===== config.mk =====
export PLATFORM = sky130hd
export DESIGN_NAME = physics_sequencer_flat
export DESIGN_NICKNAME = d
export VERILOG_FILES = /design/src/rtl/phys_pkg.sv /design/src/rtl/physics_sequencer_if.sv /design/src/rtl/tick_divider.sv /design/src/rtl/physics_sequencer.sv /design/src/flat_wrapper.sv
export SDC_FILE = /design/constraint.sdc
export NUM_CORES = 1
export LEC_CHECK = 0
export CAP_MARGIN = 20
export CORE_ASPECT_RATIO = 1.4
export CORE_UTILIZATION = 51
export CTS_CLUSTER_SIZE = 28
export DETAILED_ROUTE_END_ITERATION = 12
export GPL_TIMING_DRIVEN = 0
export HOLD_SLACK_MARGIN = 0.08
export PLACE_DENSITY = 0.81
export SLEW_MARGIN = 20
export SYNTH_ARGS = -nofsm -noshare
export SYNTH_HDL_FRONTEND = slang
export SYNTH_HIERARCHICAL = 1
export SYNTH_SLANG_ARGS = --single-unit

===== constraint.sdc =====
create_clock -name clk -period 2.4 [get_ports clk]
set_input_delay 0.48 -clock clk [delete_from_list [all_inputs] [get_ports clk]]
set_output_delay 0.48 -clock clk [all_outputs]
set_load 0.03 [all_outputs]

===== src/rtl/phys_pkg.sv =====
// Shared types and constants for the doodle physics datapath.
// Used by the sequencer and by the doodle and block managers.
package phys_pkg;

  localparam int          COORD_W             = 32;
  localparam int unsigned DEFAULT_TICK_DIV    = 833333;
  localparam int unsigned DEFAULT_SCROLL_LINE = 300;

  typedef enum logic [2:0] {
    S_IDLE,
    S_WAIT_TICK,
    S_COLLIDE,
    S_MOVE,
    S_DECIDE,
    S_SCROLL,
    S_OVER
  } phys_state_t;

  // A state counts as busy while a frame sequence is in flight.
  function automatic logic isBusy(input phys_state_t s);
    return (s == S_COLLIDE) || (s == S_MOVE) || (s == S_DECIDE) || (s == S_SCROLL);
  endfunction

endpackage


===== src/rtl/physics_sequencer_if.sv =====
// Bundles the physics sequencer's control, handshake and status signals.
// The timeout_err status line only exists when PHYS_WATCHDOG_EN is defined.
interface physics_sequencer_if;
  import phys_pkg::*;

  logic               enable;
  logic [COORD_W-1:0] doodle_y;
  logic               falling;
  logic               collide_req;
  logic               collide_done;
  logic               collide_hit;
  logic               hit;
  logic               move_req;
  logic               move_done;
  logic               scroll_req;
  logic [COORD_W-1:0] scroll_amount;
  logic               scroll_done;
  logic               busy;
  logic               game_over;
  logic               overrun;
  logic [15:0]        frame_count;
`ifdef PHYS_WATCHDOG_EN
  logic               timeout_err;
`endif

  // Sequencer side drives requests and status, the rest of the game answers.
  modport master (
    input  enable, doodle_y, falling, collide_done, collide_hit, move_done, scroll_done,
    output collide_req, hit, move_req, scroll_req, scroll_amount, busy, game_over,
           overrun, frame_count
`ifdef PHYS_WATCHDOG_EN
    , output timeout_err
`endif
  );

  modport slave (
    output enable, doodle_y, falling, collide_done, collide_hit, move_done, scroll_done,
    input  collide_req, hit, move_req, scroll_req, scroll_amount, busy, game_over,
           overrun, frame_count
`ifdef PHYS_WATCHDOG_EN
    , input timeout_err
`endif
  );

endinterface


===== src/rtl/tick_divider.sv =====
// Divides the system clock into a one-cycle tick every TICK_DIV cycles.
// The count is held at zero whenever i_enable is low.
module tick_divider #(
  parameter int unsigned TICK_DIV = 4
) (
  input  logic clk,
  input  logic reset,
  input  logic i_enable,
  output logic o_tick
);

  localparam int              CNT_W = (TICK_DIV > 1) ? $clog2(TICK_DIV) : 1;
  localparam logic [CNT_W-1:0] LAST = CNT_W'(TICK_DIV - 1);

  logic [CNT_W-1:0] r_count;
  logic             r_tick;

  // The tick is registered so it lines up with the counter wrapping to zero.
  always_ff @(posedge clk or posedge reset) begin
    if (reset) begin
      r_count <= '0;
      r_tick  <= 1'b0;
    end else if (!i_enable) begin
      r_count <= '0;
      r_tick  <= 1'b0;
    end else if (r_count == LAST) begin
      r_count <= '0;
      r_tick  <= 1'b1;
    end else begin
      r_count <= r_count + CNT_W'(1);
      r_tick  <= 1'b0;
    end
  end

  assign o_tick = r_tick;

endmodule


===== src/rtl/physics_sequencer.sv =====
// Per-frame physics controller: on every tick runs collide -> move -> optional scroll.
// Define PHYS_WATCHDOG_EN to abort a handshake that stalls for TIMEOUT cycles.
module physics_sequencer
  import phys_pkg::*;
#(
  parameter int unsigned TICK_DIV    = DEFAULT_TICK_DIV,
  parameter int unsigned SCROLL_LINE = DEFAULT_SCROLL_LINE
`ifdef PHYS_WATCHDOG_EN
  ,
  parameter int unsigned TIMEOUT     = 255
`endif
) (
  input logic                 clk,
  input logic                 reset,
  physics_sequencer_if.master bus
);

  localparam logic [COORD_W-1:0] SCROLL_Y = COORD_W'(SCROLL_LINE);

  phys_state_t        r_state;
  logic               r_collideReq;
  logic               r_moveReq;
  logic               r_scrollReq;
  logic               r_hit;
  logic               r_gameOver;
  logic               r_overrun;
  logic [COORD_W-1:0] r_scrollAmount;
  logic [15:0]        r_frameCount;
  logic               w_tick;
  logic               w_timeout;

  // The divider freezes once the game is lost.
  tick_divider #(.TICK_DIV(TICK_DIV)) u_tick (
    .clk      (clk),
    .reset    (reset),
    .i_enable (bus.enable && (r_state != S_OVER)),
    .o_tick   (w_tick)
  );

`ifdef PHYS_WATCHDOG_EN
  localparam int WD_W = ($clog2(TIMEOUT + 1) > 8) ? $clog2(TIMEOUT + 1) : 8;

  logic [WD_W-1:0] r_wait;
  phys_state_t     r_lastState;
  logic            r_timeoutErr;
  logic            w_doneNow;

  // r_wait holds the number of cycles spent in the current state.
  always_ff @(posedge clk or posedge reset) begin
    if (reset) begin
      r_wait      <= '0;
      r_lastState <= S_IDLE;
    end else begin
      r_lastState <= r_state;
      r_wait      <= (r_state != r_lastState) ? WD_W'(1) : r_wait + WD_W'(1);
    end
  end

  assign w_doneNow = ((r_state == S_COLLIDE) && bus.collide_done) ||
                     ((r_state == S_MOVE)    && bus.move_done)    ||
                     ((r_state == S_SCROLL)  && bus.scroll_done);
  assign w_timeout = ((r_state == S_COLLIDE) || (r_state == S_MOVE) || (r_state == S_SCROLL)) &&
                     (r_state == r_lastState) && !w_doneNow &&
                     (r_wait == WD_W'(TIMEOUT - 1));
  assign bus.timeout_err = r_timeoutErr;

  always_ff @(posedge clk or posedge reset) begin
    if (reset)          r_timeoutErr <= 1'b0;
    else if (w_timeout) r_timeoutErr <= 1'b1;
  end
`else
  assign w_timeout = 1'b0;
`endif

  // Each request rises on entry to its state and falls on the edge its done is seen.
  always_ff @(posedge clk or posedge reset) begin
    if (reset) begin
      r_state        <= S_IDLE;
      r_collideReq   <= 1'b0;
      r_moveReq      <= 1'b0;
      r_scrollReq    <= 1'b0;
      r_hit          <= 1'b0;
      r_gameOver     <= 1'b0;
      r_overrun      <= 1'b0;
      r_scrollAmount <= '0;
      r_frameCount   <= '0;
    end else begin
      if (w_tick && isBusy(r_state)) r_overrun <= 1'b1;
      case (r_state)
        S_IDLE: if (bus.enable) r_state <= S_WAIT_TICK;
        S_WAIT_TICK: begin
          if (!bus.enable) begin
            r_state <= S_IDLE;
          end else if (w_tick) begin
            r_state      <= S_COLLIDE;
            r_collideReq <= 1'b1;
          end
        end
        S_COLLIDE: begin
          if (bus.collide_done) begin
            r_collideReq <= 1'b0;
            r_hit        <= bus.collide_hit;
            if (bus.falling && !bus.collide_hit && (bus.doodle_y == '0)) begin
              r_state    <= S_OVER;
              r_gameOver <= 1'b1;
            end else begin
              r_state   <= S_MOVE;
              r_moveReq <= 1'b1;
            end
          end
        end
        S_MOVE: begin
          if (bus.move_done) begin
            r_moveReq <= 1'b0;
            r_state   <= S_DECIDE;
          end
        end
        // doodle_y is only trusted one cycle after the move step finished.
        S_DECIDE: begin
          if (bus.doodle_y > SCROLL_Y) begin
            r_scrollAmount <= bus.doodle_y - SCROLL_Y;
            r_scrollReq    <= 1'b1;
            r_state        <= S_SCROLL;
          end else begin
            r_frameCount <= r_frameCount + 16'd1;
            r_state      <= bus.enable ? S_WAIT_TICK : S_IDLE;
          end
        end
        S_SCROLL: begin
          if (bus.scroll_done) begin
            r_scrollReq    <= 1'b0;
            r_scrollAmount <= '0;
            r_frameCount   <= r_frameCount + 16'd1;
            r_state        <= bus.enable ? S_WAIT_TICK : S_IDLE;
          end
        end
        S_OVER:  r_state <= S_OVER;
        default: r_state <= S_IDLE;
      endcase
      if (w_timeout) begin
        r_collideReq   <= 1'b0;
        r_moveReq      <= 1'b0;
        r_scrollReq    <= 1'b0;
        r_scrollAmount <= '0;
        r_state        <= S_WAIT_TICK;
      end
    end
  end

  assign bus.collide_req   = r_collideReq;
  assign bus.move_req      = r_moveReq;
  assign bus.scroll_req    = r_scrollReq;
  assign bus.scroll_amount = r_scrollAmount;
  assign bus.hit           = r_hit;
  assign bus.busy          = isBusy(r_state);
  assign bus.game_over     = r_gameOver;
  assign bus.overrun       = r_overrun;
  assign bus.frame_count   = r_frameCount;

endmodule


===== src/flat_wrapper.sv =====
// flat-port wrapper written by rule: the top's interface ports become plain ports
module physics_sequencer_flat import phys_pkg::*;
#(
  parameter int unsigned TICK_DIV    = DEFAULT_TICK_DIV,
  parameter int unsigned SCROLL_LINE = DEFAULT_SCROLL_LINE

)
  (clk, reset, bus_enable, bus_doodle_y, bus_falling, bus_collide_done, bus_collide_hit, bus_move_done, bus_scroll_done, bus_collide_req, bus_hit, bus_move_req, bus_scroll_req, bus_scroll_amount, bus_busy, bus_game_over, bus_overrun, bus_frame_count);
  physics_sequencer_if bus_i ();
  input logic clk;
  input logic reset;
  input wire logic [$bits(bus_i.enable)-1:0] bus_enable;
  input wire logic [$bits(bus_i.doodle_y)-1:0] bus_doodle_y;
  input wire logic [$bits(bus_i.falling)-1:0] bus_falling;
  input wire logic [$bits(bus_i.collide_done)-1:0] bus_collide_done;
  input wire logic [$bits(bus_i.collide_hit)-1:0] bus_collide_hit;
  input wire logic [$bits(bus_i.move_done)-1:0] bus_move_done;
  input wire logic [$bits(bus_i.scroll_done)-1:0] bus_scroll_done;
  output wire logic [$bits(bus_i.collide_req)-1:0] bus_collide_req;
  output wire logic [$bits(bus_i.hit)-1:0] bus_hit;
  output wire logic [$bits(bus_i.move_req)-1:0] bus_move_req;
  output wire logic [$bits(bus_i.scroll_req)-1:0] bus_scroll_req;
  output wire logic [$bits(bus_i.scroll_amount)-1:0] bus_scroll_amount;
  output wire logic [$bits(bus_i.busy)-1:0] bus_busy;
  output wire logic [$bits(bus_i.game_over)-1:0] bus_game_over;
  output wire logic [$bits(bus_i.overrun)-1:0] bus_overrun;
  output wire logic [$bits(bus_i.frame_count)-1:0] bus_frame_count;
  assign bus_i.enable = bus_enable;
  assign bus_i.doodle_y = bus_doodle_y;
  assign bus_i.falling = bus_falling;
  assign bus_i.collide_done = bus_collide_done;
  assign bus_i.collide_hit = bus_collide_hit;
  assign bus_i.move_done = bus_move_done;
  assign bus_i.scroll_done = bus_scroll_done;
  assign bus_collide_req = bus_i.collide_req;
  assign bus_hit = bus_i.hit;
  assign bus_move_req = bus_i.move_req;
  assign bus_scroll_req = bus_i.scroll_req;
  assign bus_scroll_amount = bus_i.scroll_amount;
  assign bus_busy = bus_i.busy;
  assign bus_game_over = bus_i.game_over;
  assign bus_overrun = bus_i.overrun;
  assign bus_frame_count = bus_i.frame_count;
  physics_sequencer #(.TICK_DIV(TICK_DIV), .SCROLL_LINE(SCROLL_LINE)) u_core (.clk(clk), .reset(reset), .bus(bus_i));
endmodule

==> results.cfg, run 1 <==
[outcome]
status = complete, but fails checks
violations = negative setup slack

[logic_synthesis]
synth_fp_nets = 480
synthArstFlopShare = 1.00
synth-seq-cells = 78
synthMostInstantiatedCell = dfrtp_1
synth.avg_cell_area_sq_um = 9.55
synth_cell_types = 56
ys_seq_area_frac = 0.470
synth_flop_cell = dfrtp_1
synth_edf_count = 0
ys_top_cells_by_area = dfrtp_1 (47%), xnor2_1 (7.6%), nand2_1 (5.3%), xor2_1 (4.4%), nor2_1 (4.2%)
netlist_top_cells_count = dfrtp_1 (78), nand2_1 (59), nor2_1 (47), xnor2_1 (36), xor2_1 (21)
synth_top_area_frac = 0.470
yosysWarnings = 6
syn_inst = 435
synth_top_area_cell = dfrtp_1
netlist_area_sq_um = 4150

[global_routing]
grt_max_degree = 58
grt_pass1_vias = 3778
grt_usage = 0.265
grt_pass1_wl_um = 17500
overflow = 0
antenna_found_initial = 0

[sta]
clock-skew-final_ns = 0.00727
slew_headroom = 0.466
worstMarginPinSlew_ns = 0.800
fin_crit_sh = 1.07
setup_slack_ns = -0.166
maxSlewViolCount = 0
setup-violations-final = 48
whs_ns = 0.448
rsz0062_at_grt = true
hold_viol = 0
fin_crit_ns = 2.57
timing.fmax_mhz = 390

[worst_setup_path]
crit_arrival_ns = 2.81
cp-end-kind = flip-flop
r2r_start = u_core/r_state[0]
path_max_fanout = 6
worstSetupPathType = in -> reg
cp-startpoint = bus_doodle_y[18]
cp.required_ns = 2.64
start_kind = primary input
rrSetupSlack_ns = -0.05

[placed_design]
dpl_cell_area_sq_um = 5260
hpwlAfterDp_um = 7530
port-buffer-count = 94
gp_congestion = 0.870
place_inst = 629
place_ws_ns = -0.893

[routing]
drt-initial-drc-count = 218
via_count = 3796
viasPerCell = 5.73
routedWlPerCell_um = 17.5
postRouteAntennaNets = 0
wirelength_um = 11600
drtPass1Iterations = 6
route.detailed.drc = 0

[die]
dieArea_sq_um = 8510
core-area_sq_um = 7800
ios = 95
initial_core_util = 0.533
die_x_um = 78.3
die_y_um = 109
rows = 38

[cells_and_area]
fillers = 498
multi_input_area_sq_um = 2400
drive_gt1_frac = 0.226
finish.utilization = 0.765
final_cells = 662
area_growth_pct = 43.7
nNetsFinal = 601
fin_area_sq_um = 5970
final-seq-area_sq_um = 1950

[worst_hold_path]
worstHoldStart = bus_doodle_y[21]
worstHoldPathType = in -> reg

[clocking]
cts_tree = yes
cts_max_level = 3
insertion_delay_ns = 0.34
cts_buffers = 9
clock-sinks = 78
clk_pin_slew_ns = 0.08
clockBufferDepth = 2
cts_root_buf = clkbuf_8

[job]
drv_cap = 0

[power_and_ir_drop]
power_density_nw_per_um2 = 903
ir_worst_vdd_uv = 514
leakage_uw = 0.00251
[final timing paths]
kind | to | depth (start not counted)
min reg2reg | u_core/bus.game_over | 1
max in group asynchronous | u_core/u_tick/r_count[7] | 2
max | u_core/bus.scroll_amount[4] | 9
min in group asynchronous | u_core/bus.scroll_amount[27] | 2
max reg2reg | u_core/bus.scroll_amount[10] | 5
min | u_core/bus.scroll_amount[21] | 3
[layer usage]
metal	vias to the layer above	track usage	part of all wire
li1	1765	-	-
met1	1871	0.292	0.37
met2	136	0.492	0.56
met3	24	0.0594	0.048
met4	0	0.101	0.019
met5	-	0	0
[stage by stage]
stage	setup TNS (ns)	total power, uW
finish	-3.75	5390
global route	-5.19	5670
CTS	-4.11	4990
detailed placement	-43.69	3980
floorplan	-11.00	3090
global placement	-73.62	3920
[timing repair]
action	in CTS	in global routing
setup endpoints to repair	54	53
endpoints found under the hold margin	0	0
pin swaps	23	32
cloned	2	3
hold buffers	0	0
gates resized for setup	57	82
setup buffers	8	4
[sequential cells by signal, indices dropped and copies added, names as in the netlist]
name	count
u_core/bus.scroll_amount	32
u_core/u_tick/r_count	20
u_core/bus.frame_count	16
u_core/r_state	3
u_core/bus.collide_req	1
u_core/bus.game_over	1
u_core/bus.hit	1
u_core/bus.move_req	1
u_core/bus.overrun	1
u_core/bus.scroll_req	1
u_core/u_tick/o_tick	1
[kinds of logic (layout without fill, tap and decap cells)]
family                   Yosys count  in the layout  share of synthesized area
other                              0              1                          0
flip-flops                        78             78                      0.470
XOR/XNOR                          57             57                      0.120
AO/OA/AOI/OAI                     71             71                      0.121
AND/OR/NAND/NOR                  191            191                      0.230
adder cells (fa/ha/maj)            5              5                     0.0151
buffers and inverters             30            156                     0.0362
multiplexers                       3              3                    0.00783
[cell usage in the layout (no fill, tap or decap), types with 7 or more instances in the layout]
| cell type | n |
|---|---|
| inv_1 | 16 |
| nand3_1 | 12 |
| xnor2_1 | 36 |
| nand2_4 | 11 |
| buf_6 | 9 |
| xor2_1 | 21 |
| nor4_1 | 9 |
| o21ai_2 | 9 |
| o21ai_0 | 7 |
| nand2_1 | 39 |
| clkdlybuf4s50_1 | 75 |
| nand4_1 | 8 |
| and3_1 | 7 |
| clkbuf_8 | 12 |
| nor2_1 | 42 |
| dfrtp_1 | 78 |
| o31ai_2 | 9 |
| buf_4 | 9 |
| nand2_2 | 9 |
| nor3_1 | 11 |
| o21ai_1 | 8 |
[report_power, final]
| part | internal, uW | switching [uW] |
|---|---|---|
| clock | 458 | 455 |
| combinational | 1130 | 1470 |
| sequential | 1630 | 253 |
| total | 3210 | 2170 |
[critical path, cell delays in order]
cell,delay (ns)
buf_4,0.13
or4_4,0.53
or4_4,0.58
a2111o_1,0.37
o21ai_4,0.23
buf_6,0.17
buf_8,0.14
nand2_1,0.08
o31ai_2,0.08
[final cells by class]
class                      instances  area share
timing repair buffer             111       0.188
multi-input combinational        327       0.403
sequential                        78       0.327
clock inverter                     3     0.00294
inverter                          17      0.0111
clock buffer                      13      0.0283
antenna                            1    0.000419
buffer                            12      0.0176
tap                              100      0.0210
(Power assumes the default switching activity.)
==> run 2: changes to the inputs <==
--- a/config.mk
+++ b/config.mk
@@ -5,9 +5,10 @@
 export SDC_FILE = /design/constraint.sdc
 export NUM_CORES = 1
 export LEC_CHECK = 0
+export ABC_AREA = 1
 export CAP_MARGIN = 20
 export CORE_ASPECT_RATIO = 1.4
-export CORE_UTILIZATION = 51
+export CORE_UTILIZATION = 53
 export CTS_CLUSTER_SIZE = 28
 export DETAILED_ROUTE_END_ITERATION = 12
 export GPL_TIMING_DRIVEN = 0
==> run 2 against run 1 <==
  * Area after synthesis up 19%
  * The flow now finishes without violations
  * Setup slack better by 0.32 ns
  * Sequential share of layout area down 1.7 points
  * Sequential power down 4%
  * Routed wire length up 15%
  * Final cell count up 40%
  * Critical endpoint is now bus_busy
==> results.cfg, run 2 <==
[outcome]
status = finished, final reports clean

[logic_synthesis]
netlist_top_cells_count = nand2_1 (238), nor2_1 (116), dfrtp_1 (78), nand3_1 (77), inv_1 (72)
synthMostInstantiatedCell = nand2_1
synthArstFlopShare = 1.00
synth_edf_count = 0
netlist_area_sq_um = 4930
yosysWarnings = 6
synth_flop_cell = dfrtp_1
synth_fp_nets = 755
synth_top_area_cell = dfrtp_1
syn_inst = 710
ys_top_cells_by_area = dfrtp_1 (40%), nand2_1 (18%), nor2_1 (8.8%), nand3_1 (7.8%), inv_1 (5.5%)
synth-seq-cells = 78
ys_seq_area_frac = 0.396
synth_top_area_frac = 0.396
synth.avg_cell_area_sq_um = 6.94
synth_cell_types = 32

[die]
ios = 95
die_y_um = 116
dieArea_sq_um = 9690
initial_core_util = 0.546
die_x_um = 83.5
rows = 41
core-area_sq_um = 9030

[sta]
timing.fmax_mhz = 446
worstMarginPinSlew_ns = 0.821
maxSlewViolCount = 0
fin_crit_ns = 2.24
fin_setup_tns_ns = 0
fin_crit_sh = 0.935
setup-violations-final = 0
hold_viol = 0
clock-skew-final_ns = 0.00457
rsz0062_at_grt = false
slew_headroom = 0.452
whs_ns = 0.468

[power_and_ir_drop]
p_total_uw = 5200
power_density_nw_per_um2 = 827
ir_worst_vdd_uv = 738
leakage_uw = 0.00300

[global_routing]
grt_pass1_wl_um = 21900
overflow = 0
grt_pass1_vias = 4779
antenna_found_initial = 0
grt_usage = 0.285
grt_max_degree = 58

[clocking]
clock-sinks = 78
clk_pin_slew_ns = 0.06
cts.hold.buffers_added = 0
cts_buffers = 9
cts_root_buf = clkbuf_16
cts_max_level = 3
clockBufferDepth = 2
cts_tree = yes
insertion_delay_ns = 0.34

[routing]
drt-initial-drc-count = 291
routedWlPerCell_um = 14.4
drtPass1Iterations = 5
wirelength_um = 13300
postRouteAntennaNets = 0
route.detailed.drc = 0
via_count = 4921
viasPerCell = 5.31

[placed_design]
port-buffer-count = 93
dpl_cell_area_sq_um = 5990
gp_congestion = 0.920
hpwlAfterDp_um = 10000

[cells_and_area]
fin_area_sq_um = 6290
largest_register_ffs = 32
area_growth_pct = 27.7
antenna_cells = 0
final_common_cell = nand2_1
nNetsFinal = 859
mostFrequentLayoutCells = nand2_1 (238), nor2_1 (116), clkdlybuf4s50_1 (92)
drive_gt1_frac = 0.0720

[worst_setup_path]
cp.required_ns = 1.92
worstSetupPathType = reg -> out
cp-end-kind = primary output
path_max_fanout = 6
start_kind = flip-flop
crit_arrival_ns = 1.76

[job]
drv_cap = 0

[worst_hold_path]
worstHoldPathType = reg -> reg
run 2: final timing paths:
check | startpoint | to | slack (ns) | cells after the start
worst max-delay path | u_core/r_state[0] | bus_busy | 0.16 | 5
worst min-delay path | u_core/bus.scroll_amount[25] | u_core/bus.scroll_amount[25] | 0.47 | 2
worst max register to register | u_core/r_state[1] | u_core/bus.hit | 0.68 | 5
worst min register to register | u_core/bus.scroll_amount[25] | u_core/bus.scroll_amount[25] | 0.47 | 2
max in group asynchronous | reset | u_core/u_tick/o_tick | 1.19 | 2
min in group asynchronous | reset | u_core/bus.scroll_amount[10] | 0.64 | 2
run 2: through the flow:
stage / setup WS [ns] / utilization / cells
5_1_grt: 0.0253 / 0.697 / 926
3_5_place_dp: -0.133 / 0.664 / 910
2_1_floorplan: 0.520 / - / 710
6_report: 0.157 / 0.697 / 926
4_1_cts: 0.148 / 0.696 / 926
3_3_place_gp: -0.544 / 0.664 / 910
run 2: layer usage:
| layer | global-route usage | part of all wire | vias to the layer above |
|---|---|---|---|
| met5 | 0 | 0 | - |
| met4 | 0.122 | 0.026 | 0 |
| li1 | - | - | 2429 |
| met3 | 0.0477 | 0.055 | 32 |
| met2 | 0.529 | 0.52 | 175 |
| met1 | 0.325 | 0.40 | 2285 |
run 2: final cells by class:
type	instances	area (sq um)
Tap cell	107	134
Multi-Input combinational cell	546	2590
Clock inverter	5	41.3
Fill cell	802	2740
Inverter	76	290
Clock buffer	11	253
Timing Repair Buffer	93	930
Buffer	10	96.3
Sequential cell	78	1950
run 2: cells by family (layout without fill, tap and decap cells):
| family | Yosys count | after routing | synth area share |
|---|---|---|---|
| compound gates | 25 | 25 | 0.0315 |
| xor+xnor | 29 | 29 | 0.0516 |
| fa+ha+maj | 5 | 5 | 0.0127 |
| buf+inv | 86 | 195 | 0.0775 |
| flops | 78 | 78 | 0.396 |
| mux | 1 | 1 | 0.00229 |
| simple gates | 486 | 486 | 0.428 |
run 2: timing repair:
action | CTS | global route
resized for setup | 1 | 1
buffers inserted | 0 | 0
pin swaps | 0 | 0
endpoints found under the hold margin | 0 | 0
endpoints found under the setup margin | 1 | 1
run 2: report_power, final:
part           switching (uW)  internal, uW
sequential                204          1600
combinational            1260           802
clock                     574           765
total                    2030          3170
run 2: worst max-delay path, stage by stage, from the launching register on:
cell and delay, ns:
dfrtp_1 0.44, inv_1 0.09, nor3_1 0.24, inv_1 0.13, nand4_1 0.12, dlygate4sd2_1 0.41
==> run 3: changes to the inputs <==
--- a/config.mk
+++ b/config.mk
@@ -9,11 +9,13 @@
 export CAP_MARGIN = 20
 export CORE_ASPECT_RATIO = 1.4
 export CORE_UTILIZATION = 53
+export CTS_CLUSTER_DIAMETER = 150
 export CTS_CLUSTER_SIZE = 28
 export DETAILED_ROUTE_END_ITERATION = 12
 export GPL_TIMING_DRIVEN = 0
 export HOLD_SLACK_MARGIN = 0.08
 export PLACE_DENSITY = 0.81
+export SKIP_CTS_REPAIR_TIMING = 1
 export SLEW_MARGIN = 20
 export SYNTH_ARGS = -nofsm -noshare
 export SYNTH_HDL_FRONTEND = slang
==> run 3 against run 2 <==
  * Routed wire length down 0.13%
  * Combinational power about the same
  * Critical path depth up 8
  * First-iteration DRC count up 5.8%
  * Worst hold slack better by 0.00089 ns
  * Core utilization about the same
  * Global-route usage unchanged
  * Fmax up 3.4%
  * Clock-buffer cell count unchanged
  * Non-clock buffer count unchanged
  * Register-to-register slack about the same
  * Largest power group unchanged
==> results.cfg, run 3 (same netlist as run 2, synthesis figures left out) <==
[die]
rows = 41
ios = 95
initial_core_util = 0.546
die_x_um = 83.5
core-area_sq_um = 9030
dieArea_sq_um = 9690
die_y_um = 116

[clocking]
cts_root_buf = clkbuf_16
cts_max_level = 3
clock-sinks = 78
cts_buffers = 9
clk_pin_slew_ns = 0.06
insertion_delay_ns = 0.34
cts_tree = yes
clockBufferDepth = 2

[routing]
drtPass1Iterations = 5
viasPerCell = 5.31
postRouteAntennaNets = 0
via_count = 4921
route.detailed.drc = 0
drt-initial-drc-count = 308
wirelength_um = 13300
routedWlPerCell_um = 14.4

[sta]
maxSlewViolCount = 0
clock-skew-final_ns = 0.00516
fin_setup_tns_ns = 0
rsz0062_at_grt = false
slew_headroom = 0.454
hold_viol = 0
timing.fmax_mhz = 461
worstMarginPinSlew_ns = 0.818
whs_ns = 0.469
fin_crit_ns = 2.17
fin_crit_sh = 0.904
setup-violations-final = 0

[worst_setup_path]
crit_arrival_ns = 2.44
worstSetupPathType = in -> reg
start_kind = primary input
cp.required_ns = 2.67
path_max_fanout = 10
cp-end-kind = flip-flop

[global_routing]
antenna_found_initial = 0
grt_pass1_wl_um = 21900
grt_max_degree = 58
grt_pass1_vias = 4779
grt_usage = 0.285
overflow = 0

[cells_and_area]
nNetsFinal = 859
largest_register_ffs = 32
final_cells = 926
antenna_cells = 0
area_growth_pct = 27.7
fillers = 803
drive_gt1_frac = 0.0720
final_common_cell = nand2_1
mostFrequentLayoutCells = nand2_1 (238), nor2_1 (116), clkdlybuf4s50_1 (92)

[outcome]
status = finished, final reports clean

[placed_design]
hpwlAfterDp_um = 10000
place_inst = 910
gp_congestion = 0.920
port-buffer-count = 93

[power_and_ir_drop]
ir_worst_vdd_uv = 738
power_density_nw_per_um2 = 828
leakage_uw = 0.00301

[job]
drv_cap = 0

[worst_hold_path]
worstHoldPathType = reg -> reg
-- run 3: changes by cell type in the layout (fill, tap and decap cells not counted) --
cell / change
dlygate4sd2_1: -1
dlymetal6s2s_1: +1
-- run 3: worst paths after layout --
check	start	to	slack, ns	cells after the start
min reg2reg	u_core/bus.scroll_amount[25]	u_core/bus.scroll_amount[25]	0.47	2
max	bus_doodle_y[2]	u_core/bus.scroll_amount[23]	0.23	13
max reg2reg	u_core/r_state[1]	u_core/bus.hit	0.69	5
min in group asynchronous	reset	u_core/bus.scroll_amount[10]	0.63	2
min	u_core/bus.scroll_amount[25]	u_core/bus.scroll_amount[25]	0.47	2
max in group asynchronous	reset	u_core/u_tick/r_count[7]	1.20	2
-- run 3: metal layers --
| layer | share of wire | GRT usage |
|---|---|---|
| met4 | 0.027 | 0.122 |
| met2 | 0.51 | 0.529 |
| met5 | 0 | 0 |
| met3 | 0.059 | 0.0477 |
| met1 | 0.40 | 0.325 |
-- run 3: power breakdown --
group	internal, uW	total (uW)	switching, uW
clock network	765	1340	579
registers	1600	1800	204
logic	809	2060	1250
total	3170	5210	2040
-- run 3: layout make-up --
cell class | instances | area (sq um) | area share
buffer | 10 | 96.3 | 0.0153
clock buffer | 11 | 253 | 0.0402
clock inverter | 5 | 41.3 | 0.00656
inverter | 76 | 290 | 0.0461
multi-input combinational | 546 | 2590 | 0.412
sequential | 78 | 1950 | 0.310
tap | 107 | 134 | 0.0213
timing repair buffer | 93 | 933 | 0.148
-- run 3: metrics by stage --
| step | instance area [sq um] | setup slack, ns | power [uW] | utilization |
|---|---|---|---|---|
| after floorplan | 4930 | 0.520 | 3040 | - |
| after global placement | 5990 | -0.544 | 3830 | 0.664 |
| after detailed placement | 5990 | -0.133 | 3880 | 0.664 |
| after CTS | 6290 | -0.129 | 5260 | 0.696 |
| after global routing | 6290 | 0.0373 | 5480 | 0.697 |
| final | 6290 | 0.231 | 5210 | 0.697 |
-- run 3: worst max-delay path, stage by stage --
cell and delay (ns):
clkdlybuf4s50_1 0.51, ha_1 0.18, inv_1 0.06, nand2_1 0.11, nand2_1 0.10, nand2_1 0.12
nand3_1 0.11, nand2_2 0.14, nand2_4 0.13, inv_4 0.13, buf_6 0.16, nand3_1 0.11
nand2_1 0.09
